==> src/rtl/branch_checkpoint_ctrl_if.sv <==
// Rename/commit/recovery signal bundle for the branch checkpoint controller.
// The master drives branch events; the slave returns the restore path.
interface branch_checkpoint_ctrl_if #(
    parameter int REG   = 4,
    parameter int WIDTH = 31,
    parameter int ROB   = 2,
    parameter int CKPT  = 4
);
    logic                      branchAlloc;
    logic [ROB:0]              branchROB;
    logic [WIDTH:0]            regStatusSnap;
    logic                      freeValid;
    logic [REG:0]              freeReg;
    logic                      branchCommit;
    logic                      mispredict;
    logic [ROB:0]              mispredictROB;
    logic [WIDTH:0]            statusRestore;
    logic                      restoreReq;
    logic                      stall;
    logic [$clog2(CKPT):0]     ckptCount;
    logic                      missErr;

    modport master (
        output branchAlloc, branchROB, regStatusSnap, freeValid, freeReg,
               branchCommit, mispredict, mispredictROB,
        input  statusRestore, restoreReq, stall, ckptCount, missErr
    );

    modport slave (
        input  branchAlloc, branchROB, regStatusSnap, freeValid, freeReg,
               branchCommit, mispredict, mispredictROB,
        output statusRestore, restoreReq, stall, ckptCount, missErr
    );
endinterface

==> src/rtl/branch_checkpoint_ctrl.sv <==
// Circular FIFO of register-busy snapshots taken at each branch; a mispredict
// restores the oldest matching snapshot and squashes it plus all younger slots.
module branch_checkpoint_ctrl #(
    parameter int REG   = 4,
    parameter int WIDTH = 31,
    parameter int ROB   = 2,
    parameter int CKPT  = 4
) (
    input  logic                   clk,
    input  logic                   reset,
    branch_checkpoint_ctrl_if.slave bus
);
    localparam int PW = (CKPT > 1) ? $clog2(CKPT) : 1;
    localparam int CW = $clog2(CKPT) + 1;

    typedef enum logic [1:0] {
        IDLE    = 2'd0,
        RESTORE = 2'd1,
        RECOVER = 2'd2
    } state_e;

    state_e          state_q, state_d;
    logic [PW-1:0]   head_q, head_d, tail_q, tail_d;
    logic [CW-1:0]   count_q, count_d;
    logic            valid_q [CKPT];
    logic            valid_d [CKPT];
    logic [ROB:0]    tag_q   [CKPT];
    logic [ROB:0]    tag_d   [CKPT];
    logic [WIDTH:0]  snap_q  [CKPT];
    logic [WIDTH:0]  snap_d  [CKPT];
    logic [WIDTH:0]  status_q, status_d;
    logic            restore_q, restore_d;
    logic            miss_q, miss_d;

    logic [WIDTH:0]  free_mask_s;
    logic            stall_s;
    logic            hit_s;
    logic [PW-1:0]   hit_idx_s;
    logic [CW-1:0]   hit_dist_s;
    logic [PW-1:0]   scan_idx_s;
    logic [PW-1:0]   off_s;
    logic            do_commit_s;
    logic            do_alloc_s;

    assign stall_s = (count_q == CW'(CKPT)) || (state_q != IDLE);

    // Next-state for slots, pointers, FSM and the restore path.
    always_comb begin
        state_d    = state_q;
        head_d     = head_q;
        tail_d     = tail_q;
        count_d    = count_q;
        valid_d    = valid_q;
        tag_d      = tag_q;
        snap_d     = snap_q;
        status_d   = status_q;
        restore_d  = 1'b0;
        miss_d     = miss_q;
        free_mask_s = '0;
        hit_s       = 1'b0;
        hit_idx_s   = '0;
        hit_dist_s  = '0;
        scan_idx_s  = '0;
        off_s       = '0;

        if (bus.freeValid && (bus.freeReg != '0)) begin
            free_mask_s[bus.freeReg] = 1'b1;
        end else begin
            free_mask_s = '0;
        end
        for (int j = 0; j < CKPT; j++) begin
            snap_d[j] = snap_q[j] & ~free_mask_s;
        end

        // Scan from head so the first match found is the oldest.
        for (int k = 0; k < CKPT; k++) begin
            scan_idx_s = head_q + PW'(k);
            if (!hit_s && valid_q[scan_idx_s] && (tag_q[scan_idx_s] == bus.mispredictROB)) begin
                hit_s      = 1'b1;
                hit_idx_s  = scan_idx_s;
                hit_dist_s = CW'(k);
            end else begin
                hit_s = hit_s;
            end
        end

        do_commit_s = bus.branchCommit && (count_q != '0);
        do_alloc_s  = bus.branchAlloc && !stall_s;

        case (state_q)
            IDLE: begin
                if (bus.mispredict && hit_s) begin
                    for (int j = 0; j < CKPT; j++) begin
                        off_s = PW'(j) - head_q;
                        if ({1'b0, off_s} >= hit_dist_s) begin
                            valid_d[j] = 1'b0;
                        end else begin
                            valid_d[j] = valid_q[j];
                        end
                    end
                    tail_d  = hit_idx_s;
                    count_d = hit_dist_s;
                    if (do_commit_s && (hit_dist_s != '0)) begin
                        valid_d[head_q] = 1'b0;
                        head_d  = head_q + PW'(1);
                        count_d = hit_dist_s - CW'(1);
                    end else begin
                        head_d = head_q;
                    end
                    status_d  = snap_q[hit_idx_s] & ~free_mask_s;
                    restore_d = 1'b1;
                    state_d   = RESTORE;
                end else begin
                    if (bus.mispredict) begin
                        miss_d = 1'b1;
                    end else begin
                        miss_d = miss_q;
                    end
                    if (do_commit_s) begin
                        valid_d[head_q] = 1'b0;
                        head_d = head_q + PW'(1);
                    end else begin
                        head_d = head_q;
                    end
                    if (do_alloc_s) begin
                        valid_d[tail_q] = 1'b1;
                        tag_d[tail_q]   = bus.branchROB;
                        snap_d[tail_q]  = bus.regStatusSnap & ~free_mask_s;
                        tail_d = tail_q + PW'(1);
                    end else begin
                        tail_d = tail_q;
                    end
                    count_d = count_q + CW'(do_alloc_s) - CW'(do_commit_s);
                    state_d = IDLE;
                end
            end
            RESTORE, RECOVER: begin
                // Allocation is stalled here; commits still drain the head.
                if (do_commit_s) begin
                    valid_d[head_q] = 1'b0;
                    head_d  = head_q + PW'(1);
                    count_d = count_q - CW'(1);
                end else begin
                    head_d = head_q;
                end
                state_d = (state_q == RESTORE) ? RECOVER : IDLE;
            end
            default: begin
                state_d = IDLE;
            end
        endcase
    end

    // State and storage registers with synchronous reset.
    always_ff @(posedge clk) begin
        if (reset) begin
            state_q   <= IDLE;
            head_q    <= '0;
            tail_q    <= '0;
            count_q   <= '0;
            status_q  <= '0;
            restore_q <= 1'b0;
            miss_q    <= 1'b0;
            for (int j = 0; j < CKPT; j++) begin
                valid_q[j] <= 1'b0;
                tag_q[j]   <= '0;
                snap_q[j]  <= '0;
            end
        end else begin
            state_q   <= state_d;
            head_q    <= head_d;
            tail_q    <= tail_d;
            count_q   <= count_d;
            status_q  <= status_d;
            restore_q <= restore_d;
            miss_q    <= miss_d;
            for (int j = 0; j < CKPT; j++) begin
                valid_q[j] <= valid_d[j];
                tag_q[j]   <= tag_d[j];
                snap_q[j]  <= snap_d[j];
            end
        end
    end

    assign bus.statusRestore = status_q;
    assign bus.restoreReq    = restore_q;
    assign bus.stall         = stall_s;
    assign bus.ckptCount     = count_q;
    assign bus.missErr       = miss_q;
endmodule

==> src/flat_wrapper.sv <==
// flat-port wrapper written by rule: the top's interface ports become plain ports
module branch_checkpoint_ctrl_flat 
#(
    parameter int REG   = 4,
    parameter int WIDTH = 31,
    parameter int ROB   = 2,
    parameter int CKPT  = 4
)
  (clk, reset, bus_branchAlloc, bus_branchROB, bus_regStatusSnap, bus_freeValid, bus_freeReg, bus_branchCommit, bus_mispredict, bus_mispredictROB, bus_statusRestore, bus_restoreReq, bus_stall, bus_ckptCount, bus_missErr);
  branch_checkpoint_ctrl_if #(.REG(REG), .WIDTH(WIDTH), .ROB(ROB), .CKPT(CKPT)) bus_i ();
  input  logic clk;
  input  logic reset;
  input wire logic [$bits(bus_i.branchAlloc)-1:0] bus_branchAlloc;
  input wire logic [$bits(bus_i.branchROB)-1:0] bus_branchROB;
  input wire logic [$bits(bus_i.regStatusSnap)-1:0] bus_regStatusSnap;
  input wire logic [$bits(bus_i.freeValid)-1:0] bus_freeValid;
  input wire logic [$bits(bus_i.freeReg)-1:0] bus_freeReg;
  input wire logic [$bits(bus_i.branchCommit)-1:0] bus_branchCommit;
  input wire logic [$bits(bus_i.mispredict)-1:0] bus_mispredict;
  input wire logic [$bits(bus_i.mispredictROB)-1:0] bus_mispredictROB;
  output wire logic [$bits(bus_i.statusRestore)-1:0] bus_statusRestore;
  output wire logic [$bits(bus_i.restoreReq)-1:0] bus_restoreReq;
  output wire logic [$bits(bus_i.stall)-1:0] bus_stall;
  output wire logic [$bits(bus_i.ckptCount)-1:0] bus_ckptCount;
  output wire logic [$bits(bus_i.missErr)-1:0] bus_missErr;
  assign bus_i.branchAlloc = bus_branchAlloc;
  assign bus_i.branchROB = bus_branchROB;
  assign bus_i.regStatusSnap = bus_regStatusSnap;
  assign bus_i.freeValid = bus_freeValid;
  assign bus_i.freeReg = bus_freeReg;
  assign bus_i.branchCommit = bus_branchCommit;
  assign bus_i.mispredict = bus_mispredict;
  assign bus_i.mispredictROB = bus_mispredictROB;
  assign bus_statusRestore = bus_i.statusRestore;
  assign bus_restoreReq = bus_i.restoreReq;
  assign bus_stall = bus_i.stall;
  assign bus_ckptCount = bus_i.ckptCount;
  assign bus_missErr = bus_i.missErr;
  branch_checkpoint_ctrl #(.REG(REG), .WIDTH(WIDTH), .ROB(ROB), .CKPT(CKPT)) u_core (.clk(clk), .reset(reset), .bus(bus_i));
endmodule
==> config.mk <==
export PLATFORM = sky130hd
export DESIGN_NAME = branch_checkpoint_ctrl_flat
export DESIGN_NICKNAME = d
export VERILOG_FILES = /design/src/rtl/branch_checkpoint_ctrl_if.sv /design/src/rtl/branch_checkpoint_ctrl.sv /design/src/flat_wrapper.sv
export SDC_FILE = /design/constraint.sdc
export NUM_CORES = 1
export LEC_CHECK = 0
export ABC_AREA = 1
export BUFFER_PORTS_ARGS = -buffer_cell sky130_fd_sc_hd__buf_2
export CELL_PAD_IN_SITES_DETAIL_PLACEMENT = 0
export CELL_PAD_IN_SITES_GLOBAL_PLACEMENT = 2
export CORE_ASPECT_RATIO = 2
export CORE_MARGIN = 2
export CORE_UTILIZATION = 33
export DETAILED_ROUTE_END_ITERATION = 12
export PLACE_DENSITY_LB_ADDON = 0.3
export SLEW_MARGIN = 0
export SYNTH_ARGS = -nofsm -noshare
export SYNTH_HDL_FRONTEND = slang
export SYNTH_SLANG_ARGS = --single-unit
export TNS_END_PERCENT = 1
==> constraint.sdc <==
create_clock -name clk -period 3.45 [get_ports clk]
set_clock_uncertainty 0.15 [all_clocks]
set_input_delay 0.345 -clock clk [delete_from_list [all_inputs] [get_ports clk]]
set_output_delay 0.345 -clock clk [all_outputs]
set_load 0.01 [all_outputs]
-- Word-level counts from Yosys, hierarchy flattened
Cells that the tools add are included.
- add/subtract/negate cells: 12
- magnitude comparators: 14
- equal/unequal tests: 9
- multiplexer cells: 87
- bitwise logic cells: 19
- reductions and logical operators: 35
- operators by type and width (cell ; count):
    $mux 128 ; 3
    $and 32x32->32 ; 6
    $bwmux 128 ; 1
    $mux 32 ; 4
    $bmux 32 s2 ; 1
    $demux 32 s2 ; 1
    $mux 3 ; 12
    $not 32->32 ; 1
    $mux 1 ; 30
    $bmux 3 s2 ; 4
    $mux 2 ; 12
    $mux 4 ; 6
    $ge 3x3->1 const B ; 6
    $not 2->3 ; 6
    $logic_and 1x1->1 ; 15
    $bwmux 12 ; 1
    $eq 3x3->1 ; 4
    $and 4x4->4 ; 2
    $bmux 1 s2 ; 4
    $ge 2x2->1 ; 4
    $pmux 2 s2 ; 2
    $pmux 4 s2 ; 1
    $reduce_and 2->1 ; 4
    $demux 3 s2 ; 1
    30 further kinds ; 45
- bits in registers: 187
- input port bits: 49
- output and inout port bits: 38
- logic and storage cells: 195

-- Longest topological paths before layout
Gate-level depths: netlist of run 1.
- word-level depth: 27
- mapped depth: 24
- gate-level depth less buffers: 22

-- Least setup slack after synthesis of run 1
Ideal clock, no wire load.
- kind: reg2reg
- start point: register u_core.head_q[1]
- end point: register u_core.valid_q[0] (netlist name)
- library setup time: 0.119 ns
- arrival time: 2.840 ns
- required time: 3.181 ns
- setup slack: 0.342 ns
- cell stages (with the launch flop): 20
- buffers on the path: 3
- period minus slack after synthesis: 3.108 ns
- cell sequence: dfxtp_1 > buf_4 > inv_2 > buf_4 > ha_1 > buf_2 > nand3_1 > nand3_1 > nand3_1 > nor2_2 > nand4_2 > nand2_1 > inv_1 > ha_1 > inv_1 > nand2_1 > o211ai_1 > o21ai_0 > o21ai_0 > nand2_1
- word-level cells in the longest chain between the ends: 27
- elaborated cells between the ends (all ways): 76
- classes of those cells: 4 x add/sub; 3 x order compare; 4 x eq/ne; 43 x mux; 8 x bitwise; 14 x reduce/logical
- ends and longest elaborated chain (item ; RTL line ; source):
    from (decl) ; branch_checkpoint_ctrl.sv:23 ; logic [PW-1:0] head_q, head_d, tail_q, tail_d;
    from (signal assigned) ; branch_checkpoint_ctrl.sv:158 ; head_q <= '0;
    from (signal assigned) ; branch_checkpoint_ctrl.sv:171 ; head_q <= head_d;
    $not 2->3 (not written as such) ; - ;
    $bmux 3 s2 ; branch_checkpoint_ctrl.sv:78 ; if (!hit_s && valid_q[scan_idx_s] && (tag_q[scan_idx_s] == bus.mispredictROB)) begin
    $mux 3 (not written as such) (2 in a row) ; branch_checkpoint_ctrl.sv:78 ;
    $eq 3x3->1 ; branch_checkpoint_ctrl.sv:78 ;
    $logic_and 1x1->1 ; branch_checkpoint_ctrl.sv:78 ;
    $mux 1 ; branch_checkpoint_ctrl.sv:78 ;
    $logic_not 1->1 ; branch_checkpoint_ctrl.sv:78 ;
    $logic_and 1x1->1 (2 in a row) ; branch_checkpoint_ctrl.sv:78 ;
    (+9 left out) ; - ;
    $ge 2x2->1 ; branch_checkpoint_ctrl.sv:95 ; if ({1'b0, off_s} >= hit_dist_s) begin
    $mux 1 ; branch_checkpoint_ctrl.sv:95 ;
    $mux 1 ; branch_checkpoint_ctrl.sv:92 ; if (bus.mispredict && hit_s) begin
    $mux 1 ; branch_checkpoint_ctrl.sv:90 ; case (state_q)
    $and 4x4->4 (no line) ; - ;
    $mux 4 ; branch_checkpoint_ctrl.sv:103 ; if (do_commit_s && (hit_dist_s != '0)) begin
    $mux 4 ; branch_checkpoint_ctrl.sv:92 ;
    $pmux 4 s2 * ; branch_checkpoint_ctrl.sv:90 ;
    to (signal, indexed assignment) ; branch_checkpoint_ctrl.sv:178 ; valid_q[j] <= valid_d[j];
    to (decl) ; branch_checkpoint_ctrl.sv:25 ; logic valid_q [CKPT];
Every way passes the cells marked *; elsewhere a longest branch is shown, timed or not. The select of a mux whose other input is x is not followed.
A chain may end at the register's enable or synchronous reset.

-- Final worst setup path of run 1
- start point: register u_core.head_q[1]
- end point: register u_core.count_q[1], in the netlist u_core.bus.ckptCount[1]
- word-level cells in the longest chain between the ends: 24
- elaborated cells between the ends (all ways): 59
- classes of those cells: 4 x add/sub; 4 x eq/ne; 34 x mux; 4 x bitwise; 13 x reduce/logical
- ends and longest elaborated chain (item ; RTL line ; source):
    parallel branches: the longest is 22 deep, another holds $add 2x1->2 ; - ;
    $mux 3 * ; branch_checkpoint_ctrl.sv:92 ;
    $pmux 3 s2 * ; branch_checkpoint_ctrl.sv:90 ;
    to (signal assigned) ; branch_checkpoint_ctrl.sv:173 ; count_q <= count_d;
    to (decl) ; branch_checkpoint_ctrl.sv:24 ; logic [CW-1:0] count_q, count_d;
Mark *: on every way between the ends. The select of a mux whose other input is x is not followed.

==> impl_metrics.csv, run 1 <==
group,metric,value,unit
clocking,postCtsSetupRepairBufs,0,
clocking,clock_path_buffers,2,
routing,ant_nets,0,
timing,final-hold-violation-count,0,
cells_and_area,syn2layout_area_growth,14.4,%
timing,worst_pin_slew,0.877,ns
placed_design,place_inst,1887,
cells_and_area,layout_common_cells,"nand3_1, nand2_1, dfxtp_1",
routing,drt_pass1_iterations,5,
timing,setup_viol,0,
clocking,cts.clk_slew.worst_paths,0.07,ns
cells_and_area,n_antenna_cell,0,
synth,syn_area_per_cell,6.62,um2
setup_path,critPathCaptureType,"register",
clocking,cts.sinks,187,
die,die_h,249,um
timing,fmax,319,MHz
pwr,p_comb_share,44.1,%
clocking,cts_resized,0,
synth,synth.area.top_cells,"dfxtp_1, nand3_1, nand2_1, a21oi_1, nor2_1",
setup_path,crit_arrival,3.37,ns
pwr,powerDensity,819,nW/um2
pwr,peakVddDrop,0.425,mV
die,placeableCoreArea,29500,um2
routing,viasPerCell,5.30,
pwr,p_leak,4.58,nW
synth,synthDistinctLibCells,32,
timing,rsz0062_at_grt,"no",
global_route,met2_usage,41.9,%
timing,slew_viol_final,0,
pwr,clkPwrFrac,23.6,%
global_route,grt_pass1_vias,9922,
synth,ys_seq_area_share,37.9,%
routing,drtIter0Drc,679,
pwr,p_sw_share,42.7,%
placed_design,hpwl,23200,um
run,drv_cap,0,
pwr,sequentialPowerShare,32.3,%
hold_path,hp-class,"in2reg",
cells_and_area,final_common_cell,"nand3_1",
setup_path,cp-start-kind,"register",
synth,netlist_instances,1491,
clocking,cts_tree,"done",
routing,dr_total_vias,10200,
die,boundaryPins,87,
synth,synth-seq-cells,187,
routing,drc,0,
synth,ys_warn_count,0,
die,die_area,31400,um2
timing,finalCriticalPeriod,3.14,ns
synth,syn_nets,1561,
global_route,grt_use_total,22.7,%
synth,syn_area,9870,um2
global_route,grt_max_degree,74,
cells_and_area,drive_gt1_share,11.5,%
timing,period_share,91.0,%
pwr,p_int,0.00530,W
clocking,cts-hold-fix-buffers,0,
routing,routedWlPerCell,18.5,um
placed_design,portBuffers,86,
clocking,h-tree-depth,4,
cells_and_area,final_cells,1919,
timing,setup_tns,0,ns
clocking,cts-root-buf,"clkbuf_16",
routing,wl,35500,um
setup_path,crit_path_max_fanout,9,
clocking,cts_buffers,17,
pwr,p_switching,0.00395,W
global_route,gr-total-overflow,0,
synth,synth_top_cell_area_share,37.9,%
die,initial_utilization,33.4,%
global_route,grt_pass1_wl,55700,um
global_route,use_met3,3.27,%
timing,whs,0.0192,ns
global_route,grt.met1_usage,25.9,%
die,die_x,126,um
placed_design,gp_congestion,0.865,
run_status,status,"completed",
cells_and_area,fin_nets,1612,
timing,max-slew-margin-rel,41.5,%
synth,synth_top_area_cell,"dfxtp_1",
global_route,grt_antenna_before_repair,0,
die,rows,89,
setup_path,worstSetupPathType,"reg2reg",
setup_path,crit_required,3.68,ns
clocking,clock_latency,0.45,ns
global_route,top_usage_layer,"met2",
-- kinds of logic (layout without fill, tap and decap cells) --
kind of cell | Yosys count | count (layout) | synth area share (%)
flops | 187 | 187 | 37.9
xor+xnor | 3 | 3 | 0.266
fa+ha+maj | 21 | 21 | 2.74
buf+inv | 222 | 286 | 9.47
compound gates | 274 | 274 | 14.0
simple gates | 784 | 784 | 35.6
-- layout make-up --
type	count	area, um2
clock buffers	19	453
clock inverters	13	189
fillers	3257	18200
inverters	136	520
multi-input cells	1082	5200
flip-flops and latches	187	3740
well taps	364	455
repair buffers	118	736
-- synthesized netlist by cell type --
cell type	number
clkinv_1	1
buf_2	30
nand4_2	1
nand3_1	355
fa_1	1
nor2_2	5
inv_4	3
nand2_2	3
ha_1	20
clkbuf_1	39
o21ai_0	82
o21bai_1	1
nor3_1	10
dfxtp_1	187
a21oi_1	176
inv_2	6
nor2_8	2
xor2_1	2
nor2_1	137
nor2_4	1
a31oi_1	2
nand2_4	3
o21ai_1	10
xnor2_1	1
nand4_1	2
buf_4	15
and2_1	1
inv_1	126
nand3_2	2
buf_1	2
nand2_1	262
o211ai_1	3
-- metrics by stage --
step	worst slack [ns]	cell area (um2)	utilization, %	total power (W)
2_1_floorplan	0.342	9870	-	0.00570
3_3_place_gp	0.236	10600	36.1	0.00710
3_5_place_dp	0.196	10600	36.1	0.00713
4_1_cts	0.175	11300	38.2	0.00933
5_1_grt	0.0208	11300	38.3	0.00992
6_report	0.310	11300	38.3	0.00925
-- power by group through the flow --
stage	sequential, W	combinational, W	clock [W]
6_report	0.00299	0.00408	0.00218
4_1_cts	0.00299	0.00411	0.00223
2_1_floorplan	0.00304	0.00265	0
5_1_grt	0.00305	0.00456	0.00230
3_3_place_gp	0.00302	0.00408	0
3_5_place_dp	0.00303	0.00410	0
-- critical path, cell delays in order (launching register included) --
cell and delay, ns:
dfxtp_1 0.35, inv_2 0.05, ha_2 0.42, inv_4 0.09
nand3_1 0.11, nand2_1 0.06, nand2_1 0.05, nand3_1 0.09
nor2_2 0.20, nand4_2 0.20, nand2_1 0.13, inv_1 0.11
ha_1 0.22, inv_1 0.09, nand2_1 0.15, o21ai_0 0.28
nand2_1 0.08, nand2_1 0.06, nand2_1 0.05, a21oi_1 0.11
-- layer usage --
layer  vias up  share of wire [%]
li1       5053                  -
met1      4802                 40
met2       248                 53
met3        64                3.5
met4         0                3.3
met5         -                  0
-- state kept, by name, indices dropped and copies added (netlist names), 2 cells and up --
| signal | flops |
|---|---|
| u_core.tag_q | 12 |
| u_core.head_q | 2 |
| u_core.bus.statusRestore | 32 |
| u_core.valid_q | 4 |
| u_core.bus.ckptCount | 3 |
| u_core.tail_q | 2 |
| u_core.state_q | 2 |
| u_core.snap_q | 128 |
-- path summary, 6_finish.rpt --
check                             startpoint  cells after the start  slack [ns]                                   end
max            u_core.head_q[1]$_SDFFE_PP0P_                     19        0.31  u_core.bus.ckptCount[1]$_SDFFE_PP0P_
min                         bus_branchROB[2]                      3        0.02          u_core.tag_q[2]$_SDFFE_PP0P_
max reg2reg    u_core.head_q[1]$_SDFFE_PP0P_                     19        0.31  u_core.bus.ckptCount[1]$_SDFFE_PP0P_
min reg2reg  u_core.bus.missErr$_SDFFE_PP0P_                      2        0.30       u_core.bus.missErr$_SDFFE_PP0P_
Power figures use the tool's default switching activity.
==> run 2: changes to the inputs <==
RECOVER_POWER = 25   (was not set)
==> run 2 against run 1 <==
Effect of this change:
- via count barely moved
- sequential share of layout area rose by 0.18 points
- combinational power shrank 1%
- critical path depth down 4
- non-clock buffer count did not move
- die area did not move
- sequential power about the same
- cell count unchanged
- largest cell class unchanged
- largest power group unchanged
==> impl_metrics.csv, run 2 (same netlist as run 1, synthesis figures left out) <==
group,metric,value,unit
run_status,status,"completed",
setup_path,r2r-start,"u_core.head_q[1]$_SDFFE_PP0P_",
global_route,grt_pass1_wl,55700,um
cells_and_area,drive_gt1_share,8.94,%
routing,dr_total_vias,10200,
routing,top_layer,"met4",
setup_path,cp-start-kind,"register",
setup_path,crit_chain,"inv_2, ha_2, inv_4, nand3_1, nand2_1, nand2_1, nand3_1, nor2_2, nand4_2, nand2_1, nand2_4, nand2_1, clkbuf_2, nand3_1, a21oi_1",
placed_design,hpwl,23200,um
routing,drt_pass1_iterations,7,
cells_and_area,largest_register_ffs,128,
hold_path,whs_path_depth,3,
setup_path,worst_path_max_delay_cell,"clkbuf_2",
timing,finalCriticalPeriod,3.15,ns
die,die_h,249,um
routing,met2_length,19000,um
setup_path,worstSetupPathType,"reg2reg",
die,die_x,126,um
cells_and_area,layout_common_cells,"nand3_1, nand2_1, dfxtp_1",
placed_design,portBuffers,86,
cells_and_area,nFillCells,3262,
cells_and_area,multi_input_area,5190,um2
timing,whs,0.0181,ns
timing,worst_pin_slew,0.874,ns
pwr,p_leak,4.42,nW
cells_and_area,final_common_cell,"nand3_1",
routing,routedWlPerCell,18.5,um
setup_path,rr_endpoint,"u_core.snap_q[57]$_SDFF_PP0_",
hold_path,min_from,"bus_branchROB[2]",
timing,period_share,91.4,%
pwr,peakVddDrop,0.426,mV
setup_path,slowest_delay,0.49,ns
timing,rsz0062_at_grt,"no",
timing,final-hold-violation-count,0,
routing,wl,35600,um
die,initial_utilization,33.4,%
setup_path,crit_top_cell,"nand2_1",
setup_path,crit_arrival,3.37,ns
setup_path,worst-r2r-setup-slack,0.30,ns
global_route,grt_antenna_before_repair,0,
timing,max-slew-margin-rel,41.7,%
die,boundaryPins,87,
setup_path,crit_family,"simple AND/OR/NAND/NOR gates",
clocking,h-tree-depth,4,
global_route,grt_use_total,22.7,%
setup_path,critPathCaptureType,"register",
global_route,gr-total-overflow,0,
routing,drc,0,
cells_and_area,syn2layout_area_growth,13.8,%
clocking,cts-hold-fix-buffers,0,
routing,met3_length,1240,um
setup_path,crit_buf_inv,3,
cells_and_area,n_antenna_cell,0,
timing,setup_tns,0,ns
clocking,cts-root-buf,"clkbuf_16",
setup_path,reg2regPathDepth,15,
timing,slew_viol_final,0,
placed_design,dp_slack,0.196,ns
timing,setup_viol,0,
hold_path,hp-class,"in2reg",
cells_and_area,fin_nets,1612,
global_route,grt_pass1_vias,9922,
timing,setup_ws,0.298,ns
placed_design,gp_congestion,0.865,
routing,ant_nets,0,
hold_path,holdPathEnd,"u_core.tag_q[2]$_SDFFE_PP0P_",
cells_and_area,regMostFlops,"u_core.snap_q",
clocking,cts.sinks,187,
clocking,cts.clk_slew.worst_paths,0.07,ns
cells_and_area,final-seq-area,3740,um2
clocking,clock_latency,0.45,ns
routing,viasPerCell,5.30,
pwr,powerDensity,819,nW/um2
die,rows,89,
die,placeableCoreArea,29500,um2
clocking,clock_path_buffers,2,
clocking,cts_buffers,17,
timing,fmax,317,MHz
setup_path,crit_path_max_fanout,19,
setup_path,crit_required,3.67,ns
routing,wirelength_met1,14200,um
run,drv_cap,0,
routing,drtIter0Drc,691,
die,die_area,31400,um2
clocking,cts_tree,"done",
global_route,grt_max_degree,74,
[run 2: final cells by class]
| type | count | share of cell area [%] |
|---|---|---|
| Clock buffer | 19 | 4.03 |
| Clock inverter | 13 | 1.68 |
| Inverter | 136 | 4.63 |
| Multi-Input combinational cell | 1082 | 46.2 |
| Sequential cell | 187 | 33.3 |
| Tap cell | 364 | 4.05 |
| Timing Repair Buffer | 118 | 6.10 |
[run 2: worst register-to-register path: stages (launching register included)]
cell,delay (ns)
dfxtp_1,0.35
inv_2,0.05
ha_2,0.42
inv_4,0.09
nand3_1,0.11
nand2_1,0.06
nand2_1,0.05
nand3_1,0.09
nor2_2,0.20
nand4_2,0.19
nand2_1,0.18
nand2_4,0.14
nand2_1,0.20
clkbuf_2,0.49
nand3_1,0.16
a21oi_1,0.15
[run 2: how the worst max path moves through the flow]
stage	start	end	depth (start not counted)
6_report	u_core.head_q[1]$_SDFFE_PP0P_	u_core.snap_q[57]$_SDFF_PP0_	15
5_1_grt	u_core.head_q[1]$_SDFFE_PP0P_	u_core.snap_q[58]$_SDFF_PP0_	15
4_1_cts	u_core.head_q[0]$_SDFFE_PP0P_	u_core.bus.ckptCount[1]$_SDFFE_PP0P_	20
3_5_place_dp	u_core.head_q[0]$_SDFFE_PP0P_	u_core.bus.ckptCount[1]$_SDFFE_PP0P_	20
3_3_place_gp	u_core.head_q[0]$_SDFFE_PP0P_	u_core.bus.ckptCount[1]$_SDFFE_PP0P_	20
2_1_floorplan	u_core.head_q[1]$_SDFFE_PP0P_	u_core.valid_q[0]$_SDFFE_PP0N_	19
[run 2: metal layers]
| metal | vias up | GRT usage [%] |
|---|---|---|
| met1 | 4801 | 25.9 |
| met2 | 258 | 41.9 |
| li1 | 5056 | - |
| met5 | - | 0 |
| met3 | 59 | 3.27 |
| met4 | 0 | 8.60 |
[run 2: report_power, final]
group / switching (W) / leakage [nW] / total (W) / internal [W]
sequential: 0.000313 / 1.52 / 0.00299 / 0.00268
combinational: 0.00271 / 2.60 / 0.00402 / 0.00131
clock: 0.000927 / 0.299 / 0.00218 / 0.00126
total: 0.00395 / 4.42 / 0.00919 / 0.00525
[run 2: repair_timing]
action | in CTS | in global routing
endpoints found under the setup margin | 0 | 8
endpoints found under the hold margin | 0 | 0
buffers inserted | 0 | 0
gates resized for setup | 0 | 3
[run 2: through the flow]
step	area [um2]	power, W	std cells	utilization, %
6_report	11200	0.00919	1919	38.1
5_1_grt	11200	0.00987	1919	38.1
4_1_cts	11300	0.00933	1919	38.2
3_5_place_dp	10600	0.00713	1887	36.1
3_3_place_gp	10600	0.00710	1887	36.1
2_1_floorplan	9870	0.00570	1491	-
